$ cat config.mk
export PLATFORM = sky130hd
export DESIGN_NAME = ram_read_scanner
export DESIGN_NICKNAME = d
export VERILOG_FILES = /design/src/rtl/ram_scan_pkg.sv /design/src/rtl/tick_divider.sv /design/src/rtl/ram_read_scanner.sv
export SDC_FILE = /design/constraint.sdc
export NUM_CORES = 1
export LEC_CHECK = 0
export CORE_AREA = 3 3 68 70
export DETAILED_ROUTE_END_ITERATION = 6
export DIE_AREA = 0 0 71 73
export GPL_TIMING_DRIVEN = 0
export PLACE_DENSITY = 0.7
export SETUP_SLACK_MARGIN = 0.5
export SYNTH_ARGS = -nofsm -noshare
export SYNTH_HDL_FRONTEND = slang
export SYNTH_SLANG_ARGS = --single-unit
$ cat constraint.sdc
create_clock -name clk -period 2 [get_ports clk]
set_clock_uncertainty 0.2 [all_clocks]
set_input_delay 0.6 -clock clk [delete_from_list [all_inputs] [get_ports clk]]
set_output_delay 0.6 -clock clk [all_outputs]
set_load 0.05 [all_outputs]
$ cat src/rtl/ram_scan_pkg.sv
// rtl/ram_scan_pkg.sv - shared defaults and FSM state type for the RAM read scanner
package ram_scan_pkg;

  localparam int SCAN_ADDR_W = 5;
  localparam int SCAN_DATA_W = 3;
  localparam int SCAN_RD_LAT = 2;

  typedef enum logic [1:0] {
    S_WAIT    = 2'd0,
    S_CAPTURE = 2'd1,
    S_HOLD    = 2'd2
  } scan_state_t;

endpackage

$ cat src/rtl/tick_divider.sv
// rtl/tick_divider.sv - enabled modulo-TICK_DIV counter with a one-cycle terminal tick
module tick_divider #(
  parameter int TICK_DIV = 50_000_000
) (
  input  logic clk,
  input  logic reset_n,
  input  logic enable,
  output logic tick
);

  localparam int CNT_W = (TICK_DIV > 1) ? $clog2(TICK_DIV) : 1;

  logic [CNT_W-1:0] cnt;
  logic             at_end;

  assign at_end = (cnt == CNT_W'(TICK_DIV - 1));
  assign tick   = enable && at_end;

  always_ff @(posedge clk) begin
    if (!reset_n) begin
      cnt <= '0;
    end else if (enable) begin
      cnt <= at_end ? '0 : cnt + CNT_W'(1);
    end
  end

endmodule

$ cat src/rtl/ram_read_scanner.sv
// rtl/ram_read_scanner.sv - steps the RAM read port, waits out read latency, presents addr/data to the display
// RAM_SCAN_REFRESH_ON_WRITE_EN: re-read the displayed word when the write path hits it.
module ram_read_scanner
  import ram_scan_pkg::*;
#(
  parameter int ADDR_W   = SCAN_ADDR_W,
  parameter int DATA_W   = SCAN_DATA_W,
  parameter int TICK_DIV = 50_000_000,
  parameter int RD_LAT   = SCAN_RD_LAT
) (
  input  logic              clk,
  input  logic              reset_n,
  input  logic              enable,
  input  logic              step,
  input  logic              wren,
  input  logic [ADDR_W-1:0] wraddress,
  output logic [ADDR_W-1:0] rd_addr,
  input  logic [DATA_W-1:0] rd_data,
  output logic [ADDR_W-1:0] cur_addr,
  output logic [DATA_W-1:0] cur_data,
  output logic              data_valid,
  output logic              wrapped
);

  localparam int LAT_W = (RD_LAT > 1) ? $clog2(RD_LAT) : 1;

  scan_state_t      state;
  scan_state_t      state_next;
  logic [LAT_W-1:0] lat_cnt;
  logic             pending;
  logic             tick;
  logic             addr_match;
  logic             lat_done;
  logic             advance;
  logic             refresh;

  tick_divider #(
    .TICK_DIV(TICK_DIV)
  ) u_tick_divider (
    .clk    (clk),
    .reset_n(reset_n),
    .enable (enable),
    .tick   (tick)
  );

`ifdef RAM_SCAN_REFRESH_ON_WRITE_EN
  assign addr_match = wren && (wraddress == rd_addr);
`else
  logic unused_snoop;
  assign addr_match   = 1'b0;
  assign unused_snoop = ^{wren, wraddress};
`endif

  always_ff @(posedge clk) begin
    if (!reset_n) begin
      state <= S_WAIT;
    end else begin
      state <= state_next;
    end
  end

  always_comb begin
    state_next = state;
    case (state)
      S_WAIT:    state_next = lat_done ? S_CAPTURE : S_WAIT;
      S_CAPTURE: state_next = S_HOLD;
      S_HOLD:    state_next = (advance || refresh) ? S_WAIT : S_HOLD;
      default:   state_next = S_WAIT;
    endcase
  end

  // An advance always beats a refresh; both restart the latency wait.
  always_comb begin
    lat_done = (state == S_WAIT) && (lat_cnt == LAT_W'(RD_LAT - 1));
    advance  = (state == S_HOLD) && (tick || step);
    refresh  = (state == S_HOLD) && !advance && (pending || addr_match);
  end

  always_ff @(posedge clk) begin
    if (!reset_n) begin
      lat_cnt    <= '0;
      rd_addr    <= '0;
      cur_addr   <= '0;
      cur_data   <= '0;
      data_valid <= 1'b0;
      wrapped    <= 1'b0;
      pending    <= 1'b0;
    end else begin
      data_valid <= (state == S_CAPTURE);
      wrapped    <= advance && (rd_addr == '1);

      if (advance || refresh) begin
        lat_cnt <= '0;
      end else if (state == S_WAIT) begin
        lat_cnt <= lat_cnt + LAT_W'(1);
      end

      if (advance) begin
        rd_addr <= rd_addr + ADDR_W'(1);
      end

      if (state == S_CAPTURE) begin
        cur_addr <= rd_addr;
        cur_data <= rd_data;
      end

`ifdef RAM_SCAN_REFRESH_ON_WRITE_EN
      if (state == S_HOLD) begin
        pending <= 1'b0;
      end else if (addr_match) begin
        pending <= 1'b1;
      end
`else
      pending <= 1'b0;
`endif
    end
  end

endmodule

After elaboration in Yosys (flattened, before gate mapping)
Cells that the tools add are included.

storage, ports and cells
  word-level logic and storage cells = 27
  bits in latches = 0
  bits of input ports = 13
  memories kept = 0
  register bits after elaboration = 44
  bits in writable memories = 0
  ROM bits = 0

operators by class
  div/mod/pow operators = 0
  equal/unequal tests = 4
  bitwise logic cells = 1
  reduce and logical (&&, ||, !) cells = 7
  multiply operators = 0
  add/subtract/negate cells = 3
  shifts and indexed selects = 0
  multiplexer cells = 4
  order comparisons = 0

operators with widths
  operator                                                               count
  26-bit by 1-bit adder with 26-bit output, second input constant        1
  26-bit equality test, second input constant                            1
  26-bit 2-to-1 mux                                                      1
  2-bit one-hot mux with 3 select lines                                  1
  5-bit by 1-bit adder with 5-bit output, second input constant          1
  5-bit equality test, second input constant                             1
  1-bit logical AND                                                      4
  2-bit by 1-bit equality test with 1-bit output, second input constant  1
  2-bit equality test, second input constant                             1
  2-bit zero test                                                        1
  2-bit 2-to-1 mux                                                       1
  2-bit OR reduction                                                     1
  1-bit adder, second input constant                                     1
  1-bit logical OR                                                       1
  1-bit 2-to-1 mux                                                       1
  1-bit NOT                                                              1

Depth between registers and ports, before layout
  word-level depth = 6
  mapped depth = 7
  depth with buffers taken out = 6

Modules after synthesis
Synthesis repeated with hierarchy kept, for this count alone.

second synthesis, totals
  cell total of the unflattened synthesis = 238
  area total of the unflattened synthesis = 2,080.7 sq um

modules (own cells, without submodules)
  module            instances  area an instance (sq um)  seq. area each (sq um)  cells an instance
  tick_divider      1          1,385.1                   520.5                   157
  ram_read_scanner  1          695.7                     360.3                   81

Worst setup path after synthesis
OpenSTA, ideal clock, no wires.

  kind = input port to flip-flop
  start point = input enable
  end point = register u_tick_divider.cnt[22]
  slack = -0.121 ns
  required time = 1.686 ns
  buffers on the path = 1
  cell stages on the path = 6
  arrival time = 1.807 ns
  setup time = 0.114 ns
  cell sequence = clkbuf_1 nand3_1 nor4_2 nand4_1 xor2_1 nor2_1

RTL lines
  what                    line                    source
  start: declaration      ram_read_scanner.sv:13  input logic enable,
  end signal: assignment  tick_divider.sv:23      cnt <= at_end ? '0 : cnt + CNT_W'(1);
  end: declaration        tick_divider.sv:13      logic [CNT_W-1:0] cnt;

Final worst setup path
  start point = register u_tick_divider.cnt[8]
  end point = register rd_addr[0]

on the way
  word-level cells in the longest chain between the ends = 4

RTL lines
  what                    line                    source
  26-bit equality test    tick_divider.sv:16      assign at_end = (cnt == CNT_W'(TICK_DIV - 1));
  1-bit logical AND       tick_divider.sv:17      assign tick = enable && at_end;
  1-bit logical OR        ram_read_scanner.sv:75  advance = (state == S_HOLD) && (tick || step);
  1-bit logical AND       ram_read_scanner.sv:75
  end signal: assignment  ram_read_scanner.sv:99  rd_addr <= rd_addr + ADDR_W'(1);
  end: declaration        ram_read_scanner.sv:17  output logic [ADDR_W-1:0] rd_addr,

No other way between the ends.
A chain may end at the register's enable or synchronous reset.

==> flow_metrics.env <==
export IMPL_syn_area_per_cell_um2=8.95
export IMPL_rsz0062_at_grt="true"
export IMPL_drt_pass1_iterations=4
export IMPL_min_period_ns=2.08
export IMPL_syn_nets=234
export IMPL_crit_chain="or4b_4 > nor4_4 > a41oi_2 > xnor2_1 > and2_1"
export IMPL_ir_worst_vdd_uv=624
export IMPL_grt_remaining_overflow=0
export IMPL_synth_top_cell_area_share_pct=45.1
export IMPL_startpoint_type="register"
export IMPL_ys_ff_latch=44
export IMPL_synthArstFlopShare_pct=0
export IMPL_gp_congestion=0.757
export IMPL_htree_levels=2
export IMPL_antenna_found_initial=0
export IMPL_r2r_start="u_tick_divider.cnt[8]"
export IMPL_final_hold_viol_count=0
export IMPL_cts_tree="yes"
export IMPL_die_y_um=73
export IMPL_die_w_um=71
export IMPL_antennaDiodeCount=0
export IMPL_synth_edf_count=0
export IMPL_ctsHoldBuffers=0
export IMPL_min_path_cells=1
export IMPL_drive_above_1_share_pct=34.6
export IMPL_route_detailed_wl_per_inst_um=12.7
export IMPL_grt_max_degree=16
export IMPL_total_power_uw=1750
export IMPL_holdWs_ns=0.261
export IMPL_drc=0
export IMPL_final_antenna_net_count=0
export IMPL_hold_class="register to register"
export IMPL_relSlewSlack_pct=66.2
export IMPL_layout_cells_non_filler=313
export IMPL_synth_commonest_cells="44 x dfxtp_1, 36 x nor2_1, 28 x nand2_1, 16 x xor2_1, 15 x nand3_1"
export IMPL_synth_most_common_cell="dfxtp_1"
export IMPL_dp_hpwl_mm=2.58
export IMPL_grt_pass1_wl_mm=6.67
export IMPL_cts_buffers=5
export IMPL_arrival_ns=2.07
export IMPL_tightest_slew_ns=0.505
export IMPL_place_ws_ns=-0.260
export IMPL_drt_initial_drc_count=75
export IMPL_via_per_inst=5.23
export IMPL_max_cap_violations=0
export IMPL_hold_start="lat_cnt"
export IMPL_period_share_pct=104
export IMPL_setup_viol=32
export IMPL_path_buf_inv=0
export IMPL_r2r_slack_ns=-0.08
export IMPL_p_per_area_mw_per_mm2=657
export IMPL_port_buffers=20
export IMPL_status="finished with violations"
export IMPL_cts_path_max_buffers=2
export IMPL_yosysTopAreaCell="dfxtp_1"
export IMPL_dpl_cell_count=288
export IMPL_num_rows=23
export IMPL_required_ns=1.99
export IMPL_die_area_mm2=0.00518
export IMPL_cellLeakagePower_uw=0.00101
export IMPL_clock_sinks=44
export IMPL_r2r_end="rd_addr[0]"
export IMPL_crit_slowest_cell="or4b_4"
export IMPL_worst_path_max_fanout=6
export IMPL_core_mm2=0.00403
export IMPL_violations="negative setup slack"
export IMPL_max_freq_mhz=481
export IMPL_syn_instance_count=218
export IMPL_yosys_warnings=0
export IMPL_worstSetupEndpointType="register"
export IMPL_vias=1638
export IMPL_crit_type="register to register"
export IMPL_setup_tns_ns=-1.55
export IMPL_synth_top_flop_cell="dfxtp_1"
export IMPL_slowest_delay_ns=0.54
export IMPL_min_to="lat_cnt"
export IMPL_ys_seq_area_share_pct=45.1
export IMPL_syn_cell_area_mm2=0.00195
export IMPL_synth_distinct_cells=38
export IMPL_clk_latency_ns=0.30
export IMPL_setup_ws_ns=-0.0793
export IMPL_cts_clk_slew_worst_paths_ns=0.09
export IMPL_synth_area_leaders="dfxtp_1 45%, xor2_1 7.2%, nor2_1 6.9%"
export IMPL_gr_usage_all_layers_pct=16.4
export IMPL_grt_pass1_vias=1473
export IMPL_nNetsFinal=278
export IMPL_ff2ff_path_depth=5
export IMPL_cts_root_buffer="clkbuf_8"
export IMPL_io_pin_count=28
export IMPL_maxSlewViolCount=0
export IMPL_wirelength_mm=3.99
export IMPL_area_growth_pct=36.3
export IMPL_initial_utilization_pct=48.4
export IMPL_critical_path_top_delay_family="simple AND/OR/NAND/NOR gates"
-- what timing repair did --
item,CTS,global route
gates resized for setup,145,20
gates cloned,2,0
buffers inserted,11,4
pin swaps,20,2
setup endpoints to repair,58,56
-- layout make-up --
| type | instances | area [µm²] |
|---|---|---|
| Timing Repair Buffer | 37 | 422 |
| Sequential cell | 44 | 908 |
| Fill cell | 351 | 1370 |
| Buffer | 6 | 58.8 |
| Clock inverter | 3 | 46.3 |
| Inverter | 4 | 15.0 |
| Multi-Input combinational cell | 164 | 1080 |
| Tap cell | 50 | 62.6 |
| Clock buffer | 5 | 68.8 |
-- where the power goes --
part | internal, µW | total [µW] | switching (µW)
combinational | 71.7 | 153 | 81.6
clock | 376 | 687 | 311
sequential | 892 | 909 | 16.1
total | 1340 | 1750 | 408
-- kinds of logic (layout without fill, tap and decap cells) --
group	Yosys count	after routing	synth area share [%]
and+or+nand+nor	115	115	30.4
DFF	44	44	45.1
xor gates and xnor gates	26	26	11.7
AOI/OAI and AO/OA	19	19	7.18
buffers and inverters	10	55	3.14
adders and majority gates	3	3	1.92
muxes	1	1	0.513
-- sequential cells by signal, summed over array words and instances (netlist names) --
signal and count:
cur_data 3, state 2, data_valid 1, u_tick_divider.cnt 26
wrapped 1, lat_cnt 1, cur_addr 5, rd_addr 5
-- per-layer routing --
| layer | part of all wire [%] | vias to the layer above | global-route usage [%] |
|---|---|---|---|
| met2 | 48 | 40 | 27.0 |
| met4 | 0.73 | 0 | 6.26 |
| li1 | - | 832 | - |
| met5 | 0 | - | 0 |
| met1 | 47 | 762 | 20.4 |
| met3 | 4.1 | 4 | 4.55 |
-- layout by cell type (no fill, tap or decap), types with 4 or more instances in the layout --
cell / n
nand2_1: 28
dfxtp_1: 24
nor2_1: 22
dfxtp_2: 19
xor2_1: 16
nand3_1: 14
buf_8: 14
nor2_2: 13
buf_4: 11
nand4_1: 10
xnor2_1: 10
buf_6: 9
a21boi_0: 9
clkbuf_8: 6
and3_1: 5
inv_1: 4
clkdlybuf4s50_1: 4
-- metrics by stage --
step	utilization, %	cell area (µm²)
floorplan	-	2000
global placement	56.1	2260
detailed placement	56.1	2260
CTS	64.2	2580
global route	66.0	2660
finish	66.0	2660
-- worst max-delay path by stage --
stage,cells past startpoint,startpoint,to
final,5,u_tick_divider.cnt[8],rd_addr[0]
after global routing,5,u_tick_divider.cnt[8],rd_addr[0]
after CTS,5,u_tick_divider.cnt[8],rd_addr[0]
after detailed placement,6,enable,u_tick_divider.cnt[25]
after global placement,6,enable,u_tick_divider.cnt[25]
after floorplan,6,enable,u_tick_divider.cnt[25]
No activity file was read; power rests on OpenSTA's default activity.
==> patch 1 (same settings) <==
`TICK_DIV` is set to 50_000_000 in 2 places; all go to 25_000_000.
--- a/src/rtl/tick_divider.sv
+++ b/src/rtl/tick_divider.sv
@@ -2,3 +2,3 @@
 module tick_divider #(
-  parameter int TICK_DIV = 50_000_000
+  parameter int TICK_DIV = 25_000_000
 ) (
--- a/src/rtl/ram_read_scanner.sv
+++ b/src/rtl/ram_read_scanner.sv
@@ -7,3 +7,3 @@
   parameter int DATA_W   = SCAN_DATA_W,
-  parameter int TICK_DIV = 50_000_000,
+  parameter int TICK_DIV = 25_000_000,
   parameter int RD_LAT   = SCAN_RD_LAT
Check against the original RTL: no difference found for any inputs over 10 cycles, from zero or initial values and one cycle with reset_n low; that may be too few to reach the edited logic, so the function may still have changed.
==> patch 1 against the original RTL <==
Total power is 9.1% lower. Wire length up 36%. Critical endpoint is now u_tick_divider.cnt[24]. Largest cell class unchanged. Setup slack improved by 0.091 ns. First-iteration DRC count up 140%. Area after synthesis grew 2.2%. Sequential cell count shrank 1. Design area rose by 14%. Global-route usage grew 5.1 points.
==> patch 1: results (changes against the original RTL) <==
| Metric | Value |
|---|---|
| Seq/Total Area, Yosys | 43.13% (-2.0 points) |
| Commonest cells in the synthesized netlist | sky130_fd_sc_hd__dfxtp_1, sky130_fd_sc_hd__nand2_1, sky130_fd_sc_hd__nor2_1 |
| Run status | finished clean |
| Leakage power figure | 1.111 nW (+9.9%) |
| Final HPWL DP | 3010 um (+17%) |
| Worst R2R Start | u_tick_divider.cnt[10] |
| Post-detailed-routing wire length | 5435 um (+36%) |
| Master of the slowest instance on the critical path | sky130_fd_sc_hd__or4_4 |
| Final instance count without filler cells | 341 (+8.9%) |
| Vias in the first global route | 1,830 (+24%) |
| Syn nets | 244 (+4.3%) |
| Worst hold-check slack | 0.2674 ns (+0.005945 ns) |
| Aggregate global-route resource usage | 21.53% (+5.1 points) |
| Placed cell areas | 0.002372 mm2 (+5.0%) |
| Final weighted congestion in routability-driven placement | 0.7740 (+2.2%) |
| Pin count of the biggest net entering global routing | 14 (-2) |
| Arrival time at the worst endpoint | 2.03 ns (-0.04 ns) |
| Area contributors post-synth | sky130_fd_sc_hd__dfxtp_1, sky130_fd_sc_hd__nand2_1, sky130_fd_sc_hd__xor2_1, sky130_fd_sc_hd__or4_1, sky130_fd_sc_hd__a21boi_0 |
| Placed Cells incl. Taps | 298 (+3.5%) |
| Detailed router's first-iteration violation count | 177 (+140%) |
| Critical R2R Capture | u_tick_divider.cnt[24] |
| Total Nets Final | 306 (+10%) |
| Post-synthesis average cell area | 8.753 um2 (-2.2%) |
| Slew margin rel. | 73.27% (+7.0 points) |
| Final-layout fill cell count | 274 (-22%) |
| Global-route wire length before repair | 8825 um (+32%) |
| Largest registers | u_tick_divider.cnt (25), cur_addr (5), rd_addr (5) |
| Worst setup slack after placement | -0.8397 ns (-0.5797 ns) |
patch 1: cell count changes in the layout (fill, tap and decap cells not counted), moves of 7 or more:
cell | unedited run | this run
sky130_fd_sc_hd__a21oi_2 | 0 | 8
sky130_fd_sc_hd__buf_4 | 11 | 28
sky130_fd_sc_hd__dfxtp_1 | 24 | 8
sky130_fd_sc_hd__dfxtp_4 | 1 | 14
sky130_fd_sc_hd__nor2_1 | 22 | 7
sky130_fd_sc_hd__or4_1 | 0 | 7
sky130_fd_sc_hd__xor2_1 | 16 | 9
patch 1: timing repair:
item,in CTS,in global routing
cloned,2,0
pin swaps,32,9
setup buffers,26,7
setup endpoints to repair,57,56
resized for setup,176,30
patch 1: final cells by class:
cell class              count  area [um2]  share of cell area [%]
repair buffers             55       569.3                   18.82
clock inverters             3       15.01                  0.4963
flip-flops and latches     43       939.7                   31.06
multi-input cells         172        1275                   42.14
clock buffers               5       68.82                   2.275
well taps                  50       62.56                   2.068
plain buffers              10       83.83                   2.771
inverters                   3       11.26                  0.3722
patch 1: how the worst max path moves through the flow:
stage	start	end	slack, ns
after floorplan	u_tick_divider.cnt[16]	u_tick_divider.cnt[22]	0.06
after CTS	u_tick_divider.cnt[12]	u_tick_divider.cnt[24]	-0.02
after detailed placement	enable	u_tick_divider.cnt[1]	-0.84
after global placement	enable	u_tick_divider.cnt[21]	-0.82
after global routing	u_tick_divider.cnt[0]	u_tick_divider.cnt[18]	-0.03
final	u_tick_divider.cnt[10]	u_tick_divider.cnt[24]	0.01
patch 1: routing by layer:
metal	vias up	routed length [um]	global-route usage, %
met2	55	2712	35.22
met3	6	296	4.270
met5	-	0	0
met4	0	59	7.307
li1	955	-	-
met1	913	2367	28.49
patch 1: cell families (layout without fill, tap and decap cells):
| logic type | after synthesis | in the layout | share of synthesized area (%) |
|---|---|---|---|
| adder cells (fa/ha/maj) | 3 | 3 | 1.881 |
| AND/OR/NAND/NOR | 110 | 110 | 29.91 |
| flip-flops | 43 | 43 | 43.14 |
| buffers and inverters | 13 | 76 | 2.696 |
| multiplexers | 5 | 5 | 2.508 |
| AO/OA/AOI/OAI | 41 | 41 | 14.17 |
| XOR/XNOR | 13 | 13 | 5.705 |
patch 1: power by group:
group          leakage (nW)  switching, mW  internal, mW
logic                 0.703         0.0896        0.0758
registers             0.369         0.0211         0.859
clock network        0.0392          0.308         0.238
total                  1.11          0.418          1.17
patch 1: worst register-to-register path, delay by kind of cell, from the launching register on:
| family | cells | cell delay [ns] |
|---|---|---|
| compound gates | 1 | 0.12 |
| buf+inv | 1 | 0.14 |
| flops | 1 | 0.37 |
| simple gates | 3 | 1.10 |
==> patch 2 (same flow settings) <==
Made on the original files. The output `wrapped` loses its register stage (`wrapped` becomes a continuous assignment).
--- a/src/rtl/ram_read_scanner.sv
+++ b/src/rtl/ram_read_scanner.sv
@@ -85,3 +85,2 @@
       data_valid <= 1'b0;
-      wrapped    <= 1'b0;
       pending    <= 1'b0;
@@ -89,3 +88,2 @@
       data_valid <= (state == S_CAPTURE);
-      wrapped    <= advance && (rd_addr == '1);
 
@@ -118,2 +116,4 @@
 
+  assign wrapped = advance && (rd_addr == '1);
+
 endmodule
Function: same outputs for any inputs over 10 cycles, from zero or initial values and one cycle with reset_n low; that may be too few to reach the edited logic, so the function may still have changed.
==> patch 2 against the original RTL <==
The flow still finishes with violations (negative setup slack). Sequential share of layout area fell by 1.5 points. Design area rose by 5.6%. Die area stayed put. Cell count up 1.3%. Hold slack better by 0.024 ns. Sequential cell count decreased by 1. Wire length up 10%. Setup slack got worse by 0.91 ns. Register-to-register slack got worse by 0.19 ns. First-iteration DRC count shrank 28%. Area after synthesis down 1.7%.
Power is not compared: it rests on default switching activity, and its combinational part moved more than twofold at a synthesized area within 25%.
==> patch 2: results (changes against the original RTL) <==
| Metric | Value |
|---|---|
| Run status | finished, violations left |
| Violations in the final reports | negative setup slack |
| Final HPWL DP | 2654 um (+2.9%) |
| Root Buffer Master | sky130_fd_sc_hd__clkbuf_8 |
| Clock transition at the registers of the reported paths | 0.09 ns (about the same) |
| Master of the slowest instance on the critical path | sky130_fd_sc_hd__or4b_4 |
| Seq/Total Area, Yosys | 44.88% (-0.25 points) |
| Global-route wire length before repair | 7093 um (+6.4%) |
| Leakage power figure | 1.024 nW |
| Aggregate global-route resource usage | 17.10% (+0.71 points) |
| Placed cell areas | 0.002251 mm2 (-0.39%) |
| Largest registers | u_tick_divider.cnt (26), cur_addr (5), rd_addr (5) |
| Worst min-delay path category | flip-flop to flip-flop |
| Worst-Margin Slew | 0.5750 ns (+0.06970 ns) |
| Later-pin clock latency in the skew report | 0.30 ns (about the same) |
| Setup violations, final | 29 (-9.4%) |
| Distinct cell type count of the synthesized netlist | 33 (-13%) |
| Vias in the first global route | 1,542 (+4.7%) |
| Final weighted congestion in routability-driven placement | 0.7651 (+1.0%) |
| Total Nets Final | 282 (+1.4%) |
| Routed length per placed instance | 13.87 um (+8.9%) |
| PortBufs | 20 (unchanged) |
| Arrival time at the worst endpoint | 2.19 ns (+0.12 ns) |
| First-pass DRT Iterations | 4 (unchanged) |
| Area contributors post-synth | sky130_fd_sc_hd__dfxtp_1, sky130_fd_sc_hd__nand2_1, sky130_fd_sc_hd__xnor2_1, sky130_fd_sc_hd__xor2_1, sky130_fd_sc_hd__nor2_1 |
| Placed Cells incl. Taps | 287 (-0.35%) |
| Number of warnings printed during yosys synthesis | 0 (unchanged) |
| Detail-routed via count per cell | 5.300 (+1.3%) |
| Syn nets | 233 (-0.43%) |
| Cells after Synth | 217 (-0.46%) |
| Antenna violations before repair | 0 (unchanged) |
| Proportion of synthesized flip-flops having asynchronous set or reset | 0% (unchanged) |
| Crit path setup slack, layout | -0.9870 ns (-0.9077 ns) |
| Longest individual stage delay on the worst path | 0.52 ns (-0.02 ns) |
| Maximum fanout along the worst path | 4 (-2) |
| Cell class contributing the biggest share of worst-path delay | simple AND/OR/NAND/NOR gates |
| Prevailing post-synth register cell | sky130_fd_sc_hd__dfxtp_1 |
| Maximum level of the CTS H-tree | 2 (unchanged) |
| Commonest cells in the synthesized netlist | sky130_fd_sc_hd__dfxtp_1, sky130_fd_sc_hd__nand2_1, sky130_fd_sc_hd__nor2_1 |
| Share of post-route cells with drive strength above 1 | 44.94% (+10 points) |
| Post-detailed-routing wire length | 4398 um (+10%) |
| Pin count of the biggest net entering global routing | 15 (-1) |
| Peak ir drop on the vdd network | 519.3 uV |
| Number of buffers created by CTS | 5 (unchanged) |
| Detailed router's first-iteration violation count | 54 (-28%) |
| Deepest clock path buffer count | 2 (unchanged) |
| Antenna fix cells | 0 (unchanged) |
## patch 2: worst paths after layout
| check | from | end | slack, ns | depth (start not counted) |
|---|---|---|---|---|
| worst max-delay path | u_tick_divider.cnt[18] | wrapped | -0.99 | 7 |
| worst min-delay path | cur_addr[3] | cur_addr[3] | 0.28 | 2 |
| worst max register to register | u_tick_divider.cnt[18] | rd_addr[0] | -0.27 | 8 |
| worst min register to register | cur_addr[3] | cur_addr[3] | 0.28 | 2 |
## patch 2: report_power, final
group / switching [mW] / internal (mW) / total [mW]
Clock: 0.307 / 0.372 / 0.679
Combinational: 0.166 / 0.142 / 0.308
Sequential: 0.0337 / 0.889 / 0.923
## patch 2: cells by family (layout without fill, tap and decap cells)
| family | after synthesis | count (layout) | share of synthesized area, % |
|---|---|---|---|
| flops | 43 | 43 | 44.88 |
| xor+xnor | 25 | 25 | 11.42 |
| mux | 4 | 4 | 2.087 |
| simple gates | 114 | 114 | 30.92 |
| buf+inv | 12 | 62 | 2.479 |
| fa+ha+maj | 3 | 3 | 1.957 |
| compound gates | 16 | 16 | 6.262 |
## patch 2: cell type report
type | count | area, um2
sequential | 43 | 915.9
tap | 50 | 62.56
multi-input combinational | 162 | 1162
clock buffer | 5 | 68.82
buffer | 10 | 82.58
clock inverter | 3 | 43.79
fill | 294 | 1220
timing repair buffer | 42 | 465.4
inverter | 2 | 7.507
## patch 2: what timing repair did
item                       4_1_cts  5_1_grt
setup endpoints to repair       56       54
pin swaps                       19        5
resized for setup              171       37
buffers inserted                10       10
cloned                           2        0
## patch 2: per-layer routing
metal,routed length (um),global-route usage [%]
met5,0,0
met4,72,6.054
met3,159,4.270
met2,2075,26.36
met1,2091,23.29
## patch 2: worst register-to-register path, cell delays in order (launching register included)
cell and delay (ns):
sky130_fd_sc_hd__dfxtp_4 0.36, sky130_fd_sc_hd__or4b_4 0.52, sky130_fd_sc_hd__nor4_4 0.26, sky130_fd_sc_hd__a41oi_2 0.20, sky130_fd_sc_hd__nor2b_1 0.15, sky130_fd_sc_hd__buf_4 0.12, sky130_fd_sc_hd__buf_4 0.10, sky130_fd_sc_hd__buf_6 0.11
sky130_fd_sc_hd__mux2i_1 0.18
## patch 2: through the flow
step	utilization, %	TNS [ns]	worst slack (ns)
after floorplan	-	-1.952	-0.6336
after global placement	55.87	-8.409	-1.516
after detailed placement	55.87	-9.020	-1.510
after CTS	66.02	-2.952	-0.9864
after global routing	69.72	-7.211	-1.081
final	69.72	-4.860	-0.9870
